`src/rtl/ddr2pe_loader.sv`:
```
`default_nettype none
// ============================================================================
//  Module      : ddr2pe_loader
//  Description : Loads PE-group buffers from two DDR streams.
//                ddr1 (data)  : one beat -> one data-buffer word, groups are
//                               filled lowest-enabled first, dbuf_num words
//                               each, addresses wrap modulo BUF_DEPTH.
//                ddr2 (index) : one beat -> IDX_PER_BEAT index words written
//                               one per cycle (lane 0 first), broadcast to all
//                               enabled groups.
//                Runs once per start pulse; done pulses after the last write.
//  Ports       : clk, rst (async, active high)
//                start, cfg_grp_mask, cfg_idx_num, cfg_dbuf_num, cfg_dbuf_base
//                done, busy
//                ddr1_data/valid/ready, ddr2_data/valid/ready
//                idx_wr_addr/data/en, dbuf_wr_addr/data/en (all registered)
//  Revision    : 1.0  initial release
// ============================================================================
module ddr2pe_loader #(
    parameter int GRP_NUM   = 4,
    parameter int DDR_W     = 256,
    parameter int WORD_W    = 256,
    parameter int IDX_W     = 16,
    parameter int BUF_DEPTH = 256,
    parameter int IDX_DEPTH = 256
) (
    input  logic                         clk,
    input  logic                         rst,
    input  logic                         start,
    input  logic [GRP_NUM-1:0]           cfg_grp_mask,
    input  logic [$clog2(IDX_DEPTH):0]   cfg_idx_num,
    input  logic [$clog2(BUF_DEPTH):0]   cfg_dbuf_num,
    input  logic [$clog2(BUF_DEPTH)-1:0] cfg_dbuf_base,
    output logic                         done,
    output logic                         busy,
    input  logic [DDR_W-1:0]             ddr1_data,
    input  logic                         ddr1_valid,
    output logic                         ddr1_ready,
    input  logic [DDR_W-1:0]             ddr2_data,
    input  logic                         ddr2_valid,
    output logic                         ddr2_ready,
    output logic [$clog2(IDX_DEPTH)-1:0] idx_wr_addr,
    output logic [2*IDX_W-1:0]           idx_wr_data,
    output logic [GRP_NUM-1:0]           idx_wr_en,
    output logic [$clog2(BUF_DEPTH)-1:0] dbuf_wr_addr,
    output logic [WORD_W-1:0]            dbuf_wr_data,
    output logic [GRP_NUM-1:0]           dbuf_wr_en
);

    localparam int IA           = $clog2(IDX_DEPTH);
    localparam int BA           = $clog2(BUF_DEPTH);
    localparam int IW2          = 2 * IDX_W;
    localparam int IDX_PER_BEAT = DDR_W / IW2;
    localparam int LANE_W       = (IDX_PER_BEAT > 1) ? $clog2(IDX_PER_BEAT) : 1;
    localparam int LAST_LANE    = IDX_PER_BEAT - 1;

    localparam logic [BA:0]        C_BUF_DEPTH = BUF_DEPTH[BA:0];
    localparam logic [BA:0]        C_W_ONE     = {{BA{1'b0}}, 1'b1};
    localparam logic [IA:0]        C_I_ONE     = {{IA{1'b0}}, 1'b1};
    localparam logic [LANE_W-1:0]  C_L_ONE     = {{(LANE_W-1){1'b0}}, 1'b1};
    localparam logic [GRP_NUM-1:0] C_G_ONE     = {{(GRP_NUM-1){1'b0}}, 1'b1};

    typedef enum logic [1:0] {
        S_IDLE = 2'd0,
        S_LOAD = 2'd1,
        S_DONE = 2'd2
    } state_t;

    state_t r_state;
    state_t w_state_nxt;

    // Latched configuration
    logic [GRP_NUM-1:0] r_mask;
    logic [IA:0]        r_idx_num;
    logic [BA:0]        r_dbuf_num;
    logic [BA-1:0]      r_base;

    // Data channel: groups still waiting for words, and words written to the
    // current group
    logic [GRP_NUM-1:0] r_pend;
    logic [BA:0]        r_wcnt;

    // Index channel: unpack register (shifted down one lane per write)
    logic [DDR_W-1:0]   r_ubuf;
    logic               r_ufull;
    logic [LANE_W-1:0]  r_lane;
    logic [IA:0]        r_icnt;

    logic [GRP_NUM-1:0] w_cur_oh;
    logic               w_d_fin;
    logic               w_i_fin;
    logic               w_d_xfer;
    logic               w_i_xfer;
    logic [BA:0]        w_addr_sum;

    // Lowest set bit of the pending mask is the group currently being filled
    assign w_cur_oh   = r_pend & (~r_pend + C_G_ONE);
    assign w_d_fin    = (r_pend == '0);
    assign w_i_fin    = (r_icnt == r_idx_num) && !r_ufull;

    assign ddr1_ready = (r_state == S_LOAD) && !w_d_fin;
    assign ddr2_ready = (r_state == S_LOAD) && !r_ufull && (r_icnt != r_idx_num);
    assign w_d_xfer   = ddr1_valid && ddr1_ready;
    assign w_i_xfer   = ddr2_valid && ddr2_ready;

    assign busy = (r_state == S_LOAD);
    assign done = (r_state == S_DONE);

    // base < BUF_DEPTH and word count < BUF_DEPTH, so one subtraction wraps
    assign w_addr_sum = {1'b0, r_base} + r_wcnt;

    always_ff @(posedge clk or posedge rst) begin
        if (rst) begin
            r_state <= S_IDLE;
        end else begin
            r_state <= w_state_nxt;
        end
    end

    // Both channel-finished flags only become true once the final write has
    // been registered, so DONE follows the last write by exactly one cycle.
    always_comb begin
        w_state_nxt = r_state;
        case (r_state)
            S_IDLE:  if (start) w_state_nxt = S_LOAD;
            S_LOAD:  if (w_d_fin && w_i_fin) w_state_nxt = S_DONE;
            S_DONE:  w_state_nxt = S_IDLE;
            default: w_state_nxt = S_IDLE;
        endcase
    end

    always_ff @(posedge clk or posedge rst) begin
        if (rst) begin
            r_mask       <= '0;
            r_idx_num    <= '0;
            r_dbuf_num   <= '0;
            r_base       <= '0;
            r_pend       <= '0;
            r_wcnt       <= '0;
            r_ubuf       <= '0;
            r_ufull      <= 1'b0;
            r_lane       <= '0;
            r_icnt       <= '0;
            idx_wr_addr  <= '0;
            idx_wr_data  <= '0;
            idx_wr_en    <= '0;
            dbuf_wr_addr <= '0;
            dbuf_wr_data <= '0;
            dbuf_wr_en   <= '0;
        end else begin
            dbuf_wr_en <= '0;
            idx_wr_en  <= '0;

            if (r_state == S_IDLE && start) begin
                r_mask     <= cfg_grp_mask;
                r_dbuf_num <= cfg_dbuf_num;
                r_base     <= cfg_dbuf_base;
                // A zero count or empty mask leaves that channel finished
                r_pend     <= (cfg_dbuf_num != '0) ? cfg_grp_mask : '0;
                r_idx_num  <= (cfg_grp_mask != '0) ? cfg_idx_num : '0;
                r_wcnt     <= '0;
                r_icnt     <= '0;
                r_ufull    <= 1'b0;
                r_lane     <= '0;
            end

            if (w_d_xfer) begin
                dbuf_wr_en   <= w_cur_oh;
                dbuf_wr_addr <= BA'((w_addr_sum >= C_BUF_DEPTH) ?
                                    (w_addr_sum - C_BUF_DEPTH) : w_addr_sum);
                dbuf_wr_data <= ddr1_data;
                if (r_wcnt + C_W_ONE == r_dbuf_num) begin
                    r_pend <= r_pend & ~w_cur_oh;
                    r_wcnt <= '0;
                end else begin
                    r_wcnt <= r_wcnt + C_W_ONE;
                end
            end

            if (w_i_xfer) begin
                r_ubuf  <= ddr2_data;
                r_ufull <= 1'b1;
                r_lane  <= '0;
            end else if (r_ufull) begin
                idx_wr_en   <= r_mask;
                idx_wr_addr <= IA'(r_icnt);
                idx_wr_data <= r_ubuf[IW2-1:0];
                r_ubuf      <= r_ubuf >> IW2;
                r_icnt      <= r_icnt + C_I_ONE;
                r_lane      <= r_lane + C_L_ONE;
                // Empty after the last lane, or early once idx_num is reached
                if (r_lane == LAST_LANE[LANE_W-1:0] || r_icnt + C_I_ONE == r_idx_num) begin
                    r_ufull <= 1'b0;
                end
            end
        end
    end

endmodule
`default_nettype wire

```
`config.mk`:
```
export PLATFORM = sky130hd
export DESIGN_NAME = ddr2pe_loader
export DESIGN_NICKNAME = d
export VERILOG_FILES = /design/src/rtl/ddr2pe_loader.sv
export SDC_FILE = /design/constraint.sdc
export NUM_CORES = 2
export LEC_CHECK = 0
export CAP_MARGIN = 10
export CORE_AREA = 5 5 336 338
export CTS_BUF_LIST = sky130_fd_sc_hd__clkbuf_4
export DETAILED_ROUTE_END_ITERATION = 6
export DIE_AREA = 0 0 341 343
export PLACE_DENSITY = 0.47
export SETUP_SLACK_MARGIN = 0.2
export SYNTH_ARGS = -nofsm -noshare
export SYNTH_HDL_FRONTEND = slang
export SYNTH_SLANG_ARGS = --single-unit
```
`constraint.sdc`:
```
create_clock -name clk -period 65.3 [get_ports clk]
set_input_delay 13.06 -clock clk [delete_from_list [all_inputs] [get_ports clk]]
set_output_delay 13.06 -clock clk [all_outputs]
set_load 0.02 [all_outputs]
```
; After elaboration in Yosys (flattened, before gate mapping)
; Index checks and enable logic that the tools add are counted.
[classes]
magnitude_cmp = 1
bitwise_logic = 5
reduce_logical = 20
n_eq_ne = 9
muxes = 27
add_sub_neg = 6
[ops]
columns = operator, count
row1 = $mux 256, 2
row2 = $mux 9, 7
row3 = $mux 4, 7
row4 = $eq 9x9->1, 3
row5 = $add 9x1->9 const B, 2
row6 = $add 8x9->9, 1
row7 = $ge 9x9->1 const B, 1
row8 = $mux 3, 3
row9 = $ne 9x9->1, 1
row10 = $reduce_bool 9->1, 1
row11 = $and 4x4->4, 2
row12 = $logic_and 1x1->1, 8
row13 = $mux 8, 1
row14 = $not 4->4, 2
row15 = $sub 8x1->8 const B, 1
row16 = $add 4x1->4 const B, 1
row17 = $logic_not 4->1, 1
row18 = $mux 1, 4
row19 = $mux 2, 2
row20 = $pmux 2 s2, 1
row21 = $reduce_and 2->1, 2
row22 = $reduce_bool 2->1, 2
row23 = $reduce_bool 4->1, 1
row24 = $add 3x1->3 const B, 1
row25 = 10 further kinds, 11
[word_totals]
wordCells = 85
regBits = 626
out_inout_bits = 316

; Logic depth before layout (Yosys ltp)
[logic_depth]
word_depth = 7
mapped_depth = 10
mapped_depth_nobuf = 9

; Worst setup path after synthesis
; No wires, ideal clock.
[synth_path]
path_type = register to output
from = register r_icnt[4]
to = output port ddr2_ready
stages_incl_launch_ff = 6
arrival_time_ps = 1192
path_slack_ps = 51048
n_path_buf = 1
path_cell_list = dfrtp_1 buf_4 xnor2_2 and4_1 nand3_1 and3_1
[synth_via]
elab_chain_len = 2
[synth_rtl]
columns = element, line
row1 = start: declaration, 87  ; logic [IA:0] r_icnt;
row2 = start signal: assignment, 189  ; r_icnt <= r_icnt + C_I_ONE;
row3 = $ne 9x9->1, 102  ; assign ddr2_ready = (r_state == S_LOAD) && !r_ufull && (r_icnt != r_idx_num);
row4 = $logic_and 1x1->1, 102
row5 = end: declaration, 41  ; output logic ddr2_ready,
; Every way passes these cells.

; Worst setup path after layout
[layout_path]
from = register r_icnt[3]
to = output port ddr2_ready
; The elaborated chain is that of the path after synthesis.

==> results by group <==
Timing
  – Actual slew at the worst max-slew pin: 1050 ps
  – Final hold violations: 0
  – Period Utilization, post-route: 24.9%
  – Max Clk Rate: 0.0615 GHz
  – Clk_skew: 72.5 ps
  – Setup violators final: 0
  – RSZ-0062 raised after global routing: no
  – Total negative slack: 0 ps
  – Final Slew Violations: 0
  – Final min period: 16260 ps
  – Slew headroom: 30.1%

Setup path
  – Critical Path Max Stage Delay: 540 ps
  – Cells along the critical path: xor2_1 -> nor3_1 -> nand3_1 -> and3_1 -> clkdlybuf4s50_1
  – Slowest cell on crit path: clkdlybuf4s50_1
  – Required @ worst endpoint: 52240 ps
  – CP startpoint kind: flop
  – CP Capture Type: primary output
  – Worst-path maximum fanout: 6
  – Crit Path Class: flop to primary output
  – Worst Path Arrival: 3200 ps

Floorplan
  – FP Rows: 122
  – Full die area: 117000 um2
  – Initial Util: 23.2%
  – Die Y: 343 um
  – Die width: 341 um
  – Core area: 110000 um2
  – Boundary Pins: 863

Clock network
  – Post_cts resized: 0
  – CTS Buf Count: 183
  – Post-CTS Setup Repair Bufs: 0
  – Clock sinks: 626
  – TritonCTS clock tree: done
  – CTS Hold Bufs: 0
  – Worst-skew pair later-pin latency: 1110 ps
  – Clock-pin slew on the worst setup and hold paths: 60 ps
  – Root Driver: clkbuf_4
  – Worst-case clock buffer depth: 3
  – Htree depth: 4

Drt
  – Vias per cell: 4.35
  – Routed WL: 113000 um
  – Final ANT Viol Nets: 0
  – Initial DRC count: 1553
  – Vias: 22495
  – WL per Instance: 21.8 um
  – First drt pass iteration count: 5
  – Post-route DRC: 0

Power and ir drop
  – Switching Share: 42.3%
  – Sequential Power Share: 35.9%
  – Worst vdd ir: 0.0261 mV
  – P_sw: 0.807 mW
  – Int Pwr: 1.10 mW
  – Combinational share of power: 44.1%
  – Clock network power share: 20.0%
  – Power per cell area: 50.6 nW/um2
  – Leak: 17.8 nW

Cells and area
  – Fill cells: 11369
  – Fin cells: 5169
  – Area delta synth->final: 48.1%
  – Ratio of cells with drive above 1 in the final layout: 9.70%
  – FF+latch area: 15700 um2
  – Multi-input gate area: 8980 um2
  – Final #Nets: 4148

Synth
  – Fraction of synthesis flops using an asynchronous set or reset pin: 100%
  – Syn Nets: 3241
  – Number of synthesized register bits: 626
  – Top cells by area, synth: dfrtp_1 (62%), nand2_1 (20%), a22oi_1 (6.7%)
  – Post-synth cell types: 50
  – Mux cell area share after synthesis: 1.81%
  – Post-synth top area cell: dfrtp_1
  – Synth Area in XOR/XNOR: 1.37%
  – Mapped Cells: 2682
  – Adder-cell share of the synthesized area: 0.619%
  – Synth Area in Simple Gates: 22.3%
  – Ys flop type: dfrtp_1
  – Main combinational cell family by area after synthesis: simple AND/OR/NAND/NOR gates
  – Post-synthesis compound-gate area fraction: 9.03%
  – Mapped Area: 25500 um2
  – Post-Syn Area per Cell: 9.49 um2
  – Top-area cell type share of the netlist area: 61.5%
  – YS warnings: 0
  – Number of synthesized flops with an enable pin: 0
  – Seq/Total Area, Yosys: 61.5%

Placement
  – Placed Cells: 4830
  – Placer Congestion: 0.838
  – DP Wirelength: 82000 um
  – Port Buffer Count: 862

GRT
  – Vias in the first global route: 23322
  – Grt total ovfl: 0
  – Largest net degree at the start of global routing: 184
  – Wire length of the first global-routing pass: 161000 um
  – Global Route Usage Sum: 18.6%
  – Initial antenna violation count: 20

Min path
  – Worst min-delay path category: flop to flop

Run status
  – Status: finished clean

Run
  – Max Cap Viol: 0
registers in the layout, indices dropped and copies added (netlist names), 9 cells and up:
name          cells
idx_wr_data      32
dbuf_wr_data    256
r_idx_num         9
r_icnt            9
r_wcnt            9
r_dbuf_num        9
r_ubuf          256
cells in the final DEF (no fill, tap or decap), types with 5 or more instances in the layout:
cell and count:
a21oi_1 8, a22o_1 9, a22oi_1 228, and2_1 10, and3_1 6, buf_4 21, clkbuf_4 267, clkdlybuf4s50_1 862
clkinv_1 36, dfrtp_1 625, diode_2 20, ha_1 11, inv_1 9, mux2_2 40, nand2_1 1372, nand3_1 12
nor2_1 25, nor2b_1 5, nor3_1 11, nor4_1 5, o21ai_0 56, xnor2_1 19, xor2_1 19
synthesized netlist by cell type, types with 2 or more instances:
master    number
a21oi_1        8
a22o_1         9
mux2_2        40
dfrtp_1      626
and2_1        11
and3_1         6
o31ai_1        3
nand4_1        4
nor4_1         5
nor3_1        11
o41ai_1        2
o31a_1         2
ha_1          11
a31oi_1        3
buf_2         58
nor2_1        25
nand3_1       12
nor3b_1        2
xnor2_1       19
a22oi_1      228
nand2b_1       4
nor2b_1        5
and4_1         3
o21a_1         3
nand2_1     1372
clkbuf_1      63
o21ai_0       56
xor2_1        19
inv_1         10
buf_4         27
buf_1         14
buf_6          2
o22ai_1        2
power by group through the flow:
stage / Combinational [mW] / Sequential (mW) / Clock, mW
floorplan: 0.369 / 0.769 / 0
global placement: 0.850 / 0.689 / 0
detailed placement: 0.853 / 0.689 / 0
CTS: 0.857 / 0.686 / 0.400
global route: 0.917 / 0.705 / 0.421
finish: 0.841 / 0.684 / 0.382
through the flow:
stage	instance area, um2	total power [mW]	setup WS, ps	hold slack [ps]	util [%]
finish	37700	1.91	49040	466	34.4
global route	37700	2.04	48740	477	34.3
CTS	37700	1.94	48820	470	34.3
detailed placement	35300	1.54	48850	457	32.2
global placement	35300	1.54	48860	456	32.2
floorplan	25500	1.14	34710	437	-
critical path, delay by kind of cell, from the launching register on:
kind,cells,cell delay [ps]
AND/OR/NAND/NOR,3,930
XOR/XNOR,1,200
flip-flops,1,470
buffers and inverters,1,540
worst paths after layout:
kind / start / end / slack (ps) / cells after the start
setup / recovery: r_icnt[3]$_DFF_PP0_ / ddr2_ready / 49040 / 5
hold / removal: r_ubuf[240]$_DFFE_PP0P_ / r_ubuf[208]$_DFFE_PP0P_ / 470 / 2
setup reg to reg: r_pend[0]$_DFF_PP0_ / dbuf_wr_data[142]$_DFFE_PP0P_ / 61090 / 7
hold reg to reg: r_ubuf[240]$_DFFE_PP0P_ / r_ubuf[208]$_DFFE_PP0P_ / 470 / 2
max in group asynchronous: rst / dbuf_wr_data[218]$_DFFE_PP0P_ / 50680 / 4
min in group asynchronous: rst / r_idx_num[8]$_DFFE_PP0P_ / 12490 / 2
final cells by class:
type	count	share of cell area [%]
diodes	20	0.133
clock buffers	267	5.32
clock inverters	52	0.843
inverters	11	0.129
multi-input cells	1881	23.8
flip-flops and latches	626	41.6
well taps	1426	4.73
repair buffers	886	23.5
routing by layer:
layer / global-route usage (%) / up-vias / share of wire, %
li1: - / 10634 / -
met1: 22.4 / 10896 / 40
met2: 31.2 / 782 / 49
met3: 6.87 / 167 / 8.3
met4: 5.13 / 16 / 2.1
met5: 0 / - / 0.092
logic make-up after synthesis:
kind of cell / after synthesis
flip-flops: 626
multiplexers: 41
XOR/XNOR: 39
adder cells (fa/ha/maj): 12
buffers and inverters: 175
AO/OA/AOI/OAI: 323
AND/OR/NAND/NOR: 1466
Power figures use the tool's default switching activity.
